**config.mk**
```make
export PLATFORM = sky130hd
export DESIGN_NAME = alu64_seq
export DESIGN_NICKNAME = d
export VERILOG_FILES = /design/src/rtl/alu_pkg.sv /design/src/rtl/alu_.sv /design/src/rtl/alu64_seq.sv
export SDC_FILE = /design/constraint.sdc
export NUM_CORES = 1
export LEC_CHECK = 0
export CAP_MARGIN = 20
export CORE_MARGIN = 5
export CORE_UTILIZATION = 50
export DETAILED_ROUTE_END_ITERATION = 8
export DONT_BUFFER_PORTS = 1
export PLACE_DENSITY_LB_ADDON = 0.15
export SLEW_MARGIN = 20
export SYNTH_ARGS = -nofsm -noshare
export SYNTH_HDL_FRONTEND = slang
export SYNTH_HIERARCHICAL = 1
export SYNTH_SLANG_ARGS = --single-unit
```
**constraint.sdc**
```tcl
create_clock -name clk -period 10.75 [get_ports clk]
set_input_delay 2.15 -clock clk [delete_from_list [all_inputs] [get_ports clk]]
set_output_delay 2.15 -clock clk [all_outputs]
set_load 0.02 [all_outputs]
```
**src/rtl/alu_pkg.sv**
```systemverilog
// Shared constants for the sequenced 64-bit ALU: card codes, request opcodes, FSM states.
package alu_pkg;

    localparam logic [4:0] CardAdd2   = 5'b00010;
    localparam logic [4:0] CardAnd    = 5'b01100;
    localparam logic [4:0] CardOr     = 5'b01011;
    localparam logic [4:0] CardSor    = 5'b01101; // XNOR
    localparam logic [4:0] CardNor    = 5'b01110; // XOR
    localparam logic [4:0] CardAndnot = 5'b01111; // NAND

    typedef enum logic [2:0] {
        OpAdd  = 3'd0,
        OpAddc = 3'd1,
        OpSub  = 3'd2,
        OpAnd  = 3'd3,
        OpOr   = 3'd4,
        OpXor  = 3'd5,
        OpXnor = 3'd6,
        OpNand = 3'd7
    } alu_op_e;

    typedef enum logic [1:0] {
        StIdle = 2'd0,
        StLo   = 2'd1,
        StHi   = 2'd2,
        StDone = 2'd3
    } alu_state_e;

    function automatic logic [4:0] op_card(input alu_op_e op);
        case (op)
            OpAnd:   op_card = CardAnd;
            OpOr:    op_card = CardOr;
            OpXor:   op_card = CardNor;
            OpXnor:  op_card = CardSor;
            OpNand:  op_card = CardAndnot;
            default: op_card = CardAdd2;
        endcase
    endfunction

endpackage

```
**src/rtl/alu_.sv**
```systemverilog
// 32-bit combinational ALU slice selected by a 5-bit card code.
module alu_
    import alu_pkg::*;
(
    input  logic [31:0] a_i,
    input  logic [31:0] b_i,
    input  logic        cin_i,
    input  logic [4:0]  card_i,
    output logic [31:0] f_o,
    output logic        cout_o,
    output logic        zero_o
);

    logic [32:0] sum;

    always_comb begin
        sum    = {1'b0, a_i} + {1'b0, b_i} + {32'd0, cin_i};
        f_o    = '0;
        cout_o = 1'b0;
        case (card_i)
            CardAdd2: begin
                f_o    = sum[31:0];
                cout_o = sum[32];
            end
            CardAnd:    f_o = a_i & b_i;
            CardOr:     f_o = a_i | b_i;
            CardSor:    f_o = ~(a_i ^ b_i);
            CardNor:    f_o = a_i ^ b_i;
            CardAndnot: f_o = ~(a_i & b_i);
            default:    f_o = '0;
        endcase
        zero_o = (f_o == 32'd0);
    end

endmodule

```
**src/rtl/alu64_seq.sv**
```systemverilog
// 64-bit ALU built from one 32-bit slice used twice: low word pass, then high word pass.
module alu64_seq
    import alu_pkg::*;
(
    input  logic        clk,
    input  logic        rst,
    input  logic        req_valid,
    output logic        req_ready,
    input  logic [2:0]  req_op,
    input  logic [63:0] req_a,
    input  logic [63:0] req_b,
    input  logic        req_cin,
    output logic        rsp_valid,
    input  logic        rsp_ready,
    output logic [63:0] rsp_f,
    output logic        rsp_cout,
    output logic        rsp_zero
);

    alu_state_e  state_q, state_d;
    alu_op_e     op_q, op_d;
    logic [63:0] a_q, a_d, b_q, b_d;
    logic        cin_q, cin_d;
    logic [31:0] f_lo_q, f_lo_d;
    logic        cout_lo_q, cout_lo_d, zero_lo_q, zero_lo_d;
    logic [63:0] f_q, f_d;
    logic        cout_q, cout_d, zero_q, zero_d;

    logic        is_arith, hi_pass;
    logic [31:0] a_word, b_word, alu_b, alu_f;
    logic        alu_cin, alu_cout, alu_zero;
    logic [4:0]  alu_card;

    // Operand muxing and carry chaining for the shared slice.
    always_comb begin
        is_arith = (op_q == OpAdd) || (op_q == OpAddc) || (op_q == OpSub);
        hi_pass  = (state_q == StHi);
        alu_card = op_card(op_q);
        a_word   = hi_pass ? a_q[63:32] : a_q[31:0];
        b_word   = hi_pass ? b_q[63:32] : b_q[31:0];
        alu_b    = (op_q == OpSub) ? ~b_word : b_word;
        if (hi_pass) begin
            alu_cin = is_arith & cout_lo_q;
        end else begin
            alu_cin = (op_q == OpSub) || ((op_q == OpAddc) && cin_q);
        end
    end

    alu_ u_alu (
        .a_i    (a_word),
        .b_i    (alu_b),
        .cin_i  (alu_cin),
        .card_i (alu_card),
        .f_o    (alu_f),
        .cout_o (alu_cout),
        .zero_o (alu_zero)
    );

    assign req_ready = (state_q == StIdle);
    assign rsp_valid = (state_q == StDone);
    assign rsp_f     = f_q;
    assign rsp_cout  = cout_q;
    assign rsp_zero  = zero_q;

    always_comb begin
        state_d   = state_q;
        op_d      = op_q;
        a_d       = a_q;
        b_d       = b_q;
        cin_d     = cin_q;
        f_lo_d    = f_lo_q;
        cout_lo_d = cout_lo_q;
        zero_lo_d = zero_lo_q;
        f_d       = f_q;
        cout_d    = cout_q;
        zero_d    = zero_q;
        case (state_q)
            StIdle: begin
                if (req_valid && req_ready) begin
                    op_d    = alu_op_e'(req_op);
                    a_d     = req_a;
                    b_d     = req_b;
                    cin_d   = req_cin;
                    state_d = StLo;
                end
            end
            StLo: begin
                f_lo_d    = alu_f;
                cout_lo_d = alu_cout;
                zero_lo_d = alu_zero;
                state_d   = StHi;
            end
            StHi: begin
                f_d     = {alu_f, f_lo_q};
                cout_d  = alu_cout;
                zero_d  = zero_lo_q & alu_zero;
                state_d = StDone;
            end
            StDone: begin
                if (rsp_ready) begin
                    state_d = StIdle;
                end
            end
            default: state_d = StIdle;
        endcase
    end

    always_ff @(posedge clk or posedge rst) begin
        if (rst) begin
            state_q   <= StIdle;
            op_q      <= OpAdd;
            a_q       <= '0;
            b_q       <= '0;
            cin_q     <= 1'b0;
            f_lo_q    <= '0;
            cout_lo_q <= 1'b0;
            zero_lo_q <= 1'b0;
            f_q       <= '0;
            cout_q    <= 1'b0;
            zero_q    <= 1'b0;
        end else begin
            state_q   <= state_d;
            op_q      <= op_d;
            a_q       <= a_d;
            b_q       <= b_d;
            cin_q     <= cin_d;
            f_lo_q    <= f_lo_d;
            cout_lo_q <= cout_lo_d;
            zero_lo_q <= zero_lo_d;
            f_q       <= f_d;
            cout_q    <= cout_d;
            zero_q    <= zero_d;
        end
    end

endmodule
```
# == Word level (Yosys, flattened, before mapping) ==
# Index checks and enable logic that the tools add are counted.
# totals
out_inout_bits,68
word_cells,59
register_bits,234
# classes
reduce_logical,10
eq_ne,18
addsub,2
n_mux,10
n_bitwise,8
# op_table
op,n
32-bit case mux with 6 select lines,1
32-bit 2-to-1 mux,3
32-bit NOT,3
32-bit by 32-bit adder with 33-bit output,1
33-bit by 1-bit adder with 33-bit output,1
32-bit AND,1
32-bit logical NOT,1
32-bit OR,1
32-bit bitwise XOR,1
4-bit equality test (second input constant),5
4-bit case mux with 5 select lines,1
3-bit equality test (second input constant),4
2-bit case mux with 4 select lines,1
3-bit by 2-bit equality test with 1-bit output (second input constant),2
2-bit equality test (second input constant),2
4-bit by 2-bit equality test with 1-bit output (second input constant),1
2-bit 2-to-1 mux,2
2-bit by 1-bit != test with 1-bit output (second input constant),2
2-bit AND reduction,2
3-bit by 1-bit equality test with 1-bit output (second input constant),1
3-bit logical NOT,1
1-bit logical OR,3
1-bit AND,2
2-bit by 1-bit equality test with 1-bit output (second input constant),1
other kinds (3),5

# == Depth between registers and ports, before layout ==
# Gate-level depths: netlist of the first run.
# depth
word_depth,9
mapped_depth,21
depth_no_buf,18

# == By module ==
# Netlist of the first run, hierarchy kept.
# modules_own_cells
mod,instances,seq_area_each_um2,area_per_inst_um2,cells_each
alu64_seq,1,5855.6,9854.5,627
alu_,1,0.0,4022.6,624

# == Least setup slack after synthesis of the first run ==
# No wires, ideal clock.
# synth_path
path_kind,register -> register
startpoint,reg state_q[0]
endpoint,reg zero_lo_q
path_slack_ns,5.879
period_less_slack_ns,4.871
path_buffers,3
stages_incl_launch_ff,20
setup_time_ns,0.065
t_arrival_ns,4.806
required_time_ns,10.685
cell_sequence,dfrtp_1 > inv_1 > ha_1 > buf_2 > buf_2 > buf_4 > mux2_2 > fa_1 > fa_1 > a21o_1 > a221o_1 > a31o_4 > o21bai_4 > o21ai_2 > a21oi_2 > xor2_1 > o221ai_1 > or4b_1 > nor4b_2 > mux2_2
# synth_via
elab_cells_between_ends,16
classes_between,add/sub (2); eq/ne (2); mux (5); bitwise (6); reduce/logical (1)
# synth_lines
element,line_no,rtl
start: declaration,alu64_seq.sv:20,"alu_state_e state_q, state_d;"
start signal: assignment,alu64_seq.sv:110,state_q <= StIdle;
start signal: assignment,alu64_seq.sv:122,state_q <= state_d;
2-bit equality test,alu64_seq.sv:37,hi_pass = (state_q == StHi);
32-bit 2-to-1 mux,alu64_seq.sv:39,a_word = hi_pass ? a_q[63:32] : a_q[31:0];
via a_word[0],alu64_seq.sv:30,"logic [31:0] a_word, b_word, alu_b, alu_f;"
32-bit by 32-bit adder with 33-bit output,alu_.sv:17,"sum = {1'b0, a_i} + {1'b0, b_i} + {32'd0, cin_i};"
33-bit by 1-bit adder with 33-bit output,alu_.sv:17,
32-bit case mux with 6 select lines,alu_.sv:20,case (card_i)
via alu_f[26],alu64_seq.sv:30,
32-bit logical NOT,alu_.sv:32,zero_o = (f_o == 32'd0);
via alu_zero,alu64_seq.sv:31,"logic alu_cin, alu_cout, alu_zero;"
end signal: assignment,alu64_seq.sv:129,zero_lo_q <= zero_lo_d;
end: declaration,alu64_seq.sv:25,"logic cout_lo_q, cout_lo_d, zero_lo_q, zero_lo_d;"
# The timed path passes the listed nets, and every way through them passes these cells.
# A chain may end at the register's enable or synchronous reset.

# == Worst setup path in the final report of the first run ==
# layout_path
startpoint,reg state_q[0]
endpoint,reg zero_q (netlist: rsp_zero)
# layout_via
elab_cells_between_ends,16
classes_between,add/sub (2); eq/ne (1); mux (5); bitwise (7); reduce/logical (1)
# layout_lines
element,line_no,rtl
2-bit equality test,alu64_seq.sv:37,
32-bit 2-to-1 mux,alu64_seq.sv:39,
via a_word[0],alu64_seq.sv:30,
32-bit by 32-bit adder with 33-bit output,alu_.sv:17,
33-bit by 1-bit adder with 33-bit output,alu_.sv:17,
32-bit case mux with 6 select lines,alu_.sv:20,
via alu_f[4],alu64_seq.sv:30,
32-bit logical NOT,alu_.sv:32,
via alu_zero,alu64_seq.sv:31,
1-bit AND,alu64_seq.sv:96,zero_d = zero_lo_q & alu_zero;
end signal: assignment,alu64_seq.sv:132,zero_q <= zero_d;
end: declaration,alu64_seq.sv:27,"logic cout_q, cout_d, zero_q, zero_d;"
# The timed path passes the listed nets, and every way through them passes these cells.

==> metrics.txt, run 1 <==
status complete, no violations; WL/cell approximately 21 um; maximum number of pins on one net before global-route repair approximately 110; FILL cells between 2000 and 2500; cells on worst reg2reg path 18; total CTS buffers 25; share of the synthesized area in the top cell type 42.2%; layout overhead on the synthesized area 7.47%; Overflow after GRT 0; period utilisation layout between 50% and 60%; DRC viols 0; RSZ-0062 raised after global routing false; flops & latches, synth 234; fin crit period 6.02 ns; Hold Path Cell Cnt 1; most frequent cells in the layout mux2_2, dfrtp_1, inv_1; Die W 177 um; area of the multi-input gates ~7400 sq um; Least-Margin Pin Slew 1.09 ns; final setup TNS 0 ns; row count 61; DRT Wirelength 34600 um; number of synthesized flops with an enable pin 0; max-cap violation count 0; I/O pin count 204; syn avg cell area 11.1 sq um; clk_skew 0.0118 ns; Setup crit end kind register; Critical-path top delay cell buf_4; post-synthesis cell type count 76; yosys warns 6; maximum buffer depth of the clock tree 3; CP max stage delay 0.73 ns; main flop type after synthesis dfrtp_1; leading area contributor after synthesis dfrtp_1; Async S/R FF share, synth 100%; full die area between 30000 and 40000 sq um; Vias roughly 9400; 1st-iter DRT viols 515; Final setup viols 0; RePlAce Congestion between 0.9 and 1; H-tree depth 1; NumNets Final between 1000 and 1500; Cell Area, Synth 13900 sq um; HP Class reg -> reg; DR pass1 iterations 5; top post-synthesis cells by area dfrtp_1, mux2_2, ha_1; most common cell after layout, fill and taps aside mux2_2; post-synthesis sequential area ratio 42.2%; Tot GR Track Use between 20% and 30%; die outline height 177 um; ANT nets after route 0; post-CTS setup buffers 0; Critical Path Most Common Cell fa_1; worst path arrival time around 6.5 ns; post-synthesis cell count 1251; final hold vios 0; number of global-route vias before repair 9585; Avg Vias per Cell between 5 and 6; core area 27600 sq um; clock transition at the registers of the reported paths 0.06 ns; Starting Density about 50%; first-pass GRT wire length 55200 um; final number of max-transition violations 0; Root Buffer clkbuf_16; TritonCTS clock tree done; Fmax around 0.17 GHz; post-DP HPWL between 20000 and 30000 um; startpoint types register; number of port buffers 0; Hold Buf Count CTS 0; share of layout cells above drive strength 1 between 20 and 30%; clock latency on the worst-skew pair 0.53 ns; data required time of the critical path 11.18 ns; critical path class reg -> reg; Clock Sinks 234; Resize count post-CTS 0; max_slew headroom a little over a quarter; cells along the critical path inv_1 -> ha_4 -> buf_4 -> mux2_2 -> fa_1 -> fa_1 -> a21o_1 -> a21oi_1 -> o21ai_1 -> o22ai_1 -> o221ai_1 -> or4_1 -> nor4b_1 -> nand4b_1 -> nand4bb_1 -> nor4b_2 -> nand3_1 -> o21ai_0; Seq. cell area 5860 sq um; crit-path max FO ~60; initial antenna violation count 8
-- cell families after synthesis --
logic type | synth area share [%]
compound gates | 11.0
xor+xnor | 2.40
fa+ha+maj | 6.67
buf+inv | 4.91
flops | 42.2
mux | 25.7
other cells | 0.0270
simple gates | 7.07
-- cell type report --
type	count	share of cell area, %
Clock buffer	36	4.81
Multi-Input combinational cell	866	49.6
Sequential cell	234	39.3
Tap cell	378	3.17
Antenna cell	2	0.0336
Clock inverter	7	0.268
Inverter	78	2.01
Timing Repair Buffer	17	0.856
-- final timing paths --
path | start | end | slack (ns)
min in group asynchronous | rst | b_q[37] | 1.57
max in group asynchronous | rst | rsp_f[23] | 7.11
max | state_q[0] | rsp_zero | 4.73
max reg2reg | state_q[0] | rsp_zero | 4.73
min | a_q[8] | a_q[8] | 0.49
min reg2reg | a_q[8] | a_q[8] | 0.49
-- metrics by stage --
stage               hold slack (ns)  setup slack (ns)  util, %  instances  instance area (sq um)
finish                        0.486              4.73     54.0       1618                  14900
global placement              0.471              4.80     51.2       1573                  14200
floorplan                     0.460              2.18        -       1255                  13900
global route                  0.500              4.16     54.0       1618                  14900
CTS                           0.491              4.63     54.0       1616                  14900
detailed placement            0.477              4.69     51.2       1573                  14200
-- cell usage after synthesis (all sizes together) (5+ instances only) --
master and number:
a211oi 13, a21o 18, a21oi 59, a31oi 12, and2 5, and3 6
buf 48, clkbuf 29, dfrtp 234, ha 70, inv 78, mux2 267
mux2i 56, nand2 58, nand2b 6, nand3 13, nand4 5, nor2 55
nor3 17, o211ai 14, o21a 7, o21ai 47, o221ai 13, o22ai 10
or3 9, xnor2 35
-- flip-flops by register name, indices dropped and copies added (netlist names) --
signal and flops:
a_q 64, b_q 64, rsp_f 64, f_lo_q 32
op_q 3, state_q 2, cin_q 1, cout_lo_q 1
rsp_cout 1, rsp_zero 1, zero_lo_q 1
-- worst max-delay path, delay by kind of cell, from the launching register on --
family / cells / cell delay [ns]
compound gates: 6 / 1.06
simple gates: 6 / 1.78
flops: 1 / 0.40
mux: 1 / 0.47
fa+ha+maj: 3 / 1.29
buf+inv: 2 / 0.89
-- metal layers --
layer,vias to the layer above,GRT usage (%),wire length [um]
met5,-,0,50
met4,12,3.74,468
met3,50,6.15,2840
met2,287,32.4,14700
met1,4592,33.4,16600
li1,4416,-,-
Power of run 1 is not shown: default switching activity piles up to over one toggle a cycle in this logic, so the estimate is an artifact.
==> run 2: changes to the inputs <==
==> constraint.sdc (replaced) <==
create_clock -name clk -period 5.7 [get_ports clk]
set_input_delay 1.14 -clock clk [delete_from_list [all_inputs] [get_ports clk]]
set_output_delay 1.14 -clock clk [all_outputs]
set_load 0.02 [all_outputs]
==> metrics.txt, run 2 (synthesis gave the netlist of run 1 again) <==
fin crit period 5.28 ns (-0.741 ns); worst path arrival time 5.70 ns (-0.75 ns); number of buffer and inverter stages on the critical path 1 (-1); DRT Wirelength 34400 um (-0.61%); most common cell after layout, fill and taps aside mux2_2; DR pass1 iterations 5 (unchanged); Root Buffer clkbuf_16; Placed Instances 1581 (+0.51%); critical path class reg -> reg; met1 usage 33.5% (+0.055 points); Critical Path Most Common Cell fa_1; NumNets Final 1438 (+0.56%); CP max stage delay 0.55 ns (-0.18 ns); final hold vios 0 (unchanged); number of global-route vias before repair 9235 (-3.7%); row count 61 (unchanged); Top Usage Layer GRT met1; first-pass GRT wire length 54000 um (-2.1%); period utilisation layout 92.6% (+37 points); total CTS buffers 25 (unchanged); Resize count post-CTS 0 (unchanged); full die area 31200 sq um (unchanged); max-cap violation count 0 (unchanged); cells along the critical path inv_1 -> ha_4 -> mux2_2 -> fa_1 -> fa_1 -> a21o_1 -> a221oi_1 -> nor3_1 -> o31a_1 -> mux2_1 -> o211ai_1 -> nor4_1 -> nand4b_1 -> nand4bb_1 -> nor4b_2 -> nand3_1 -> o21ai_0; layout overhead on the synthesized area 8.50%; Starting Density 50.2% (unchanged); 1st-iter DRT viols 748 (+45%); status complete, no violations; ANT nets after route 0 (unchanged); maximum number of pins on one net before global-route repair 133 (+25%); crit-path max FO 16 (-74%); Least-Margin Pin Slew 0.906 ns (-0.182 ns); RePlAce Congestion 0.916 (+1.0%); Die W 177 um (unchanged); Tot GR Track Use 21.6% (-0.56 points); global routing usage on met2 30.7% (-1.8 points); TritonCTS clock tree done; I/O pin count 204 (unchanged); RSZ-0062 raised after global routing false; Avg Vias per Cell 5.82 (+0.58%); fin util 54.5% (+0.52 points); HP Class in -> async; Fmax 0.190 GHz (+14%); clock transition at the registers of the reported paths 0.06 ns (about the same); clk_skew 0.0191 ns (+0.00727 ns); Overflow after GRT 0 (unchanged); Critical-path top delay cell a221oi_1; post-DP HPWL 25800 um (+2.7%); final number of max-transition violations 0 (unchanged); max_slew headroom 39.6% (+12 points); Final Non-Filler Cells 1627 (+0.56%); startpoint types register; Setup crit end kind register; met3 Usage GRT 6.00% (-0.15 points); initial antenna violation count 8 (unchanged); die outline height 177 um (unchanged); core area 27600 sq um (unchanged); Clock Sinks 234 (unchanged); Hold Buf Count CTS 0 (unchanged); number of port buffers 0 (unchanged); clock latency on the worst-skew pair 0.52 ns (about the same); DRC viols 0 (unchanged); share of layout cells above drive strength 1 26.0% (+0.46 points); WL/cell 21.2 um (-1.2%); Final setup viols 0 (unchanged); Vias 9464 (+1.1%); maximum buffer depth of the clock tree 3 (unchanged); delay-heaviest family, CP compound AO/OA/AOI/OAI gates; final setup TNS 0 ns (unchanged); most frequent cells in the layout mux2_2, dfrtp_1, inv_1; post-CTS setup buffers 0 (unchanged); data required time of the critical path 6.12 ns (-5.06 ns); H-tree depth 1 (unchanged)
## run 2: changes by cell type in the layout (fill, tap and decap cells not counted)
cell	previous run	this run
clkinv_2	5	4
clkbuf_1	6	7
clkinv_4	0	1
clkinvlp_4	2	1
buf_12	0	4
bufinv_16	0	1
inv_8	1	0
clkbuf_8	5	6
buf_4	17	21
## run 2: per-layer routing
layer	vias up	routed length, um
met5	-	49
met4	10	455
met3	44	2870
met2	285	14500
met1	4694	16500
li1	4431	-
## run 2: through the flow
step / area [sq um] / setup slack, ns / hold WS, ns
after floorplan: 13900 / 0.829 / 0.460
after global placement: 14300 / 0.587 / 0.470
after detailed placement: 14300 / 0.455 / 0.477
after CTS: 15100 / 0.416 / 0.463
after global routing: 15100 / 0.108 / 0.487
final: 15100 / 0.423 / 0.477
## run 2: layout make-up
cell class	count	area, sq um
Sequential cell	234	5860
Fill cell	2460	12600
Multi-Input combinational cell	866	7400
Inverter	78	297
Antenna cell	2	5.00
Tap cell	378	473
Timing Repair Buffer	25	238
Clock buffer	38	734
Clock inverter	6	58.8
## run 2: path summary, 6_finish.rpt
kind / from / end / slack (ns) / depth (start not counted)
max: state_q[0] / rsp_zero / 0.42 / 17
min: rst / a_q[18] / 0.48 / 1
max reg2reg: state_q[0] / rsp_zero / 0.42 / 17
min reg2reg: a_q[13] / a_q[13] / 0.49 / 1
max in group asynchronous: rst / a_q[41] / 3.98 / 2
min in group clk: a_q[13] / a_q[13] / 0.49 / 1
Power of run 2 is left out for the same reason.
==> run 3: changes to the inputs <==
--- a/config.mk
+++ b/config.mk
@@ -6,7 +6,7 @@
 export NUM_CORES = 1
 export LEC_CHECK = 0
 export CAP_MARGIN = 20
-export CORE_MARGIN = 5
+export CORE_MARGIN = 1.5
 export CORE_UTILIZATION = 50
 export DETAILED_ROUTE_END_ITERATION = 8
 export DONT_BUFFER_PORTS = 1
==> metrics.txt, run 3 (synthesis gave the netlist of run 1 again) <==
reg2reg start state_q[0]; CP max stage delay 0.57 ns (+0.02 ns); period utilisation layout 92.8% (+0.26 points); max_slew headroom 43.3% (+3.8 points); worst path arrival time 5.73 ns (+0.03 ns); number of global-route vias before repair 9241 (+0.065%); cell count along the critical path 18 (+1); r2r setup slk 0.41 ns (about the same); layout overhead on the synthesized area 8.22%; cells along the critical path inv_1 -> ha_4 -> mux2i_1 -> xnor2_1 -> fa_1 -> fa_1 -> a21o_1 -> a221oi_1 -> nor3_1 -> o31a_1 -> mux2_1 -> o211ai_1 -> nor4_1 -> nand4b_1 -> nand4bb_1 -> nor4b_2 -> nand3_1 -> o21ai_0; data required time of the critical path 6.14 ns (+0.02 ns); Tot GR Track Use 23.4% (+1.8 points); worst hold margin 0.487 ns (+0.00940 ns); WL/cell 21.0 um (-0.77%); fin crit period 5.29 ns (+0.0147 ns); DRT Wirelength 33900 um (-1.6%); maximum buffer depth of the clock tree 3 (unchanged); critical path class reg -> reg; Resize count post-CTS 0 (unchanged); worst hold start a_q[10]; most frequent cells in the layout mux2_2, dfrtp_1, inv_1; Final setup viols 0 (unchanged); cells on worst reg2reg path 18 (+1); DR pass1 iterations 5 (unchanged); total CTS buffers 25 (unchanged); final setup TNS 0 ns (unchanged); first-pass GRT wire length 52900 um (-2.1%); post-CTS setup buffers 0 (unchanged); Hold Buf Count CTS 0 (unchanged); maximum number of pins on one net before global-route repair 133 (unchanged); row count 60 (-1.6%); post-DP HPWL 24900 um (-3.4%); Starting Density 51.2% (+0.98 points); FF-to-FF End rsp_zero; TritonCTS clock tree done; RePlAce Congestion 0.963 (+5.2%); clk_skew 0.00995 ns (-0.00914 ns); share of layout cells above drive strength 1 25.7% (-0.28 points); HP Class reg -> reg; Critical-path top delay cell a221oi_1; Die W 170 um (-4.0%); full die area 28800 sq um (-7.8%); crit-path max FO 17 (+1); FILL cells 2354 (-4.3%); H-tree depth 1 (unchanged); I/O pin count 204 (unchanged); final hold vios 0 (unchanged); DRC viols 0 (unchanged); die outline height 170 um (-4.0%); core area 27100 sq um (-1.9%); number of buffer and inverter stages on the critical path 1 (unchanged); final number of max-transition violations 0 (unchanged); Overflow after GRT 0 (unchanged); NumNets Final 1435 (-0.21%); startpoint types register; most common cell after layout, fill and taps aside mux2_2; Root Buffer clkbuf_16; clock latency on the worst-skew pair 0.52 ns (about the same); clock transition at the registers of the reported paths 0.06 ns (about the same); Clock Sinks 234 (unchanged); max-cap violation count 0 (unchanged); Critical Path Most Common Cell fa_1; Vias 9481 (+0.18%); Fmax 0.189 GHz (-0.28%); Avg Vias per Cell 5.87 (+0.99%); initial antenna violation count 5 (-3); Least-Margin Pin Slew 0.848 ns (-0.0582 ns); delay-heaviest family, CP compound AO/OA/AOI/OAI gates; Hold Path Sink a_q[10]; RSZ-0062 raised after global routing false; Hold Path Cell Cnt 1; Setup crit end kind register; Critical Path Start state_q[0]; 1st-iter DRT viols 867 (+16%); number of port buffers 0 (unchanged); status complete, no violations; ANT nets after route 0 (unchanged)
## run 3: cell count changes in the layout (fill, tap and decap cells not counted), sizes merged
cell and change:
clkbuf -4, clkinv -2, bufinv +2, clkinvlp +1, diode -1, buf -3
## run 3: layout make-up
cell class                      count  area (sq um)  area share (%)
Multi-Input combinational cell    866          7390            49.2
Sequential cell                   234          5860            39.0
Clock buffer                       34           689            4.59
Tap cell                          372           465            3.10
Inverter                           78           297            1.97
Timing Repair Buffer               22           203            1.35
Clock inverter                      7           116           0.775
Antenna cell                        1          2.50          0.0167
## run 3: metal layers
layer | up-vias | global-route usage [%] | part of all wire (%)
met4 | 4 | 4.77 | 1.6
li1 | 4413 | - | -
met5 | - | 0 | 0.065
met2 | 346 | 32.8 | 41
met3 | 48 | 6.81 | 9.3
met1 | 4670 | 35.4 | 48
## run 3: how the worst max path moves through the flow
stage | to
final | rsp_zero
after global routing | rsp_zero
after CTS | rsp_zero
after detailed placement | rsp_zero
after global placement | rsp_zero
after floorplan | zero_lo_q
## run 3: stage by stage
step,util [%],cell area (sq um),cells,worst slack (ns)
after global placement,52.4,14200,1572,0.623
after CTS,55.4,15000,1613,0.460
after detailed placement,52.4,14200,1572,0.476
final,55.4,15000,1614,0.409
after floorplan,-,13900,1255,0.829
after global routing,55.4,15000,1614,0.0823
## run 3: worst register-to-register path: cells and delay by family, from the launching register on
kind | cells | cell delay (ns)
simple gates | 6 | 1.32
buf+inv | 1 | 0.17
fa+ha+maj | 3 | 1.25
flops | 1 | 0.40
mux | 2 | 0.50
xor+xnor | 1 | 0.17
compound gates | 5 | 1.41
Power of run 3 is left out for the same reason.
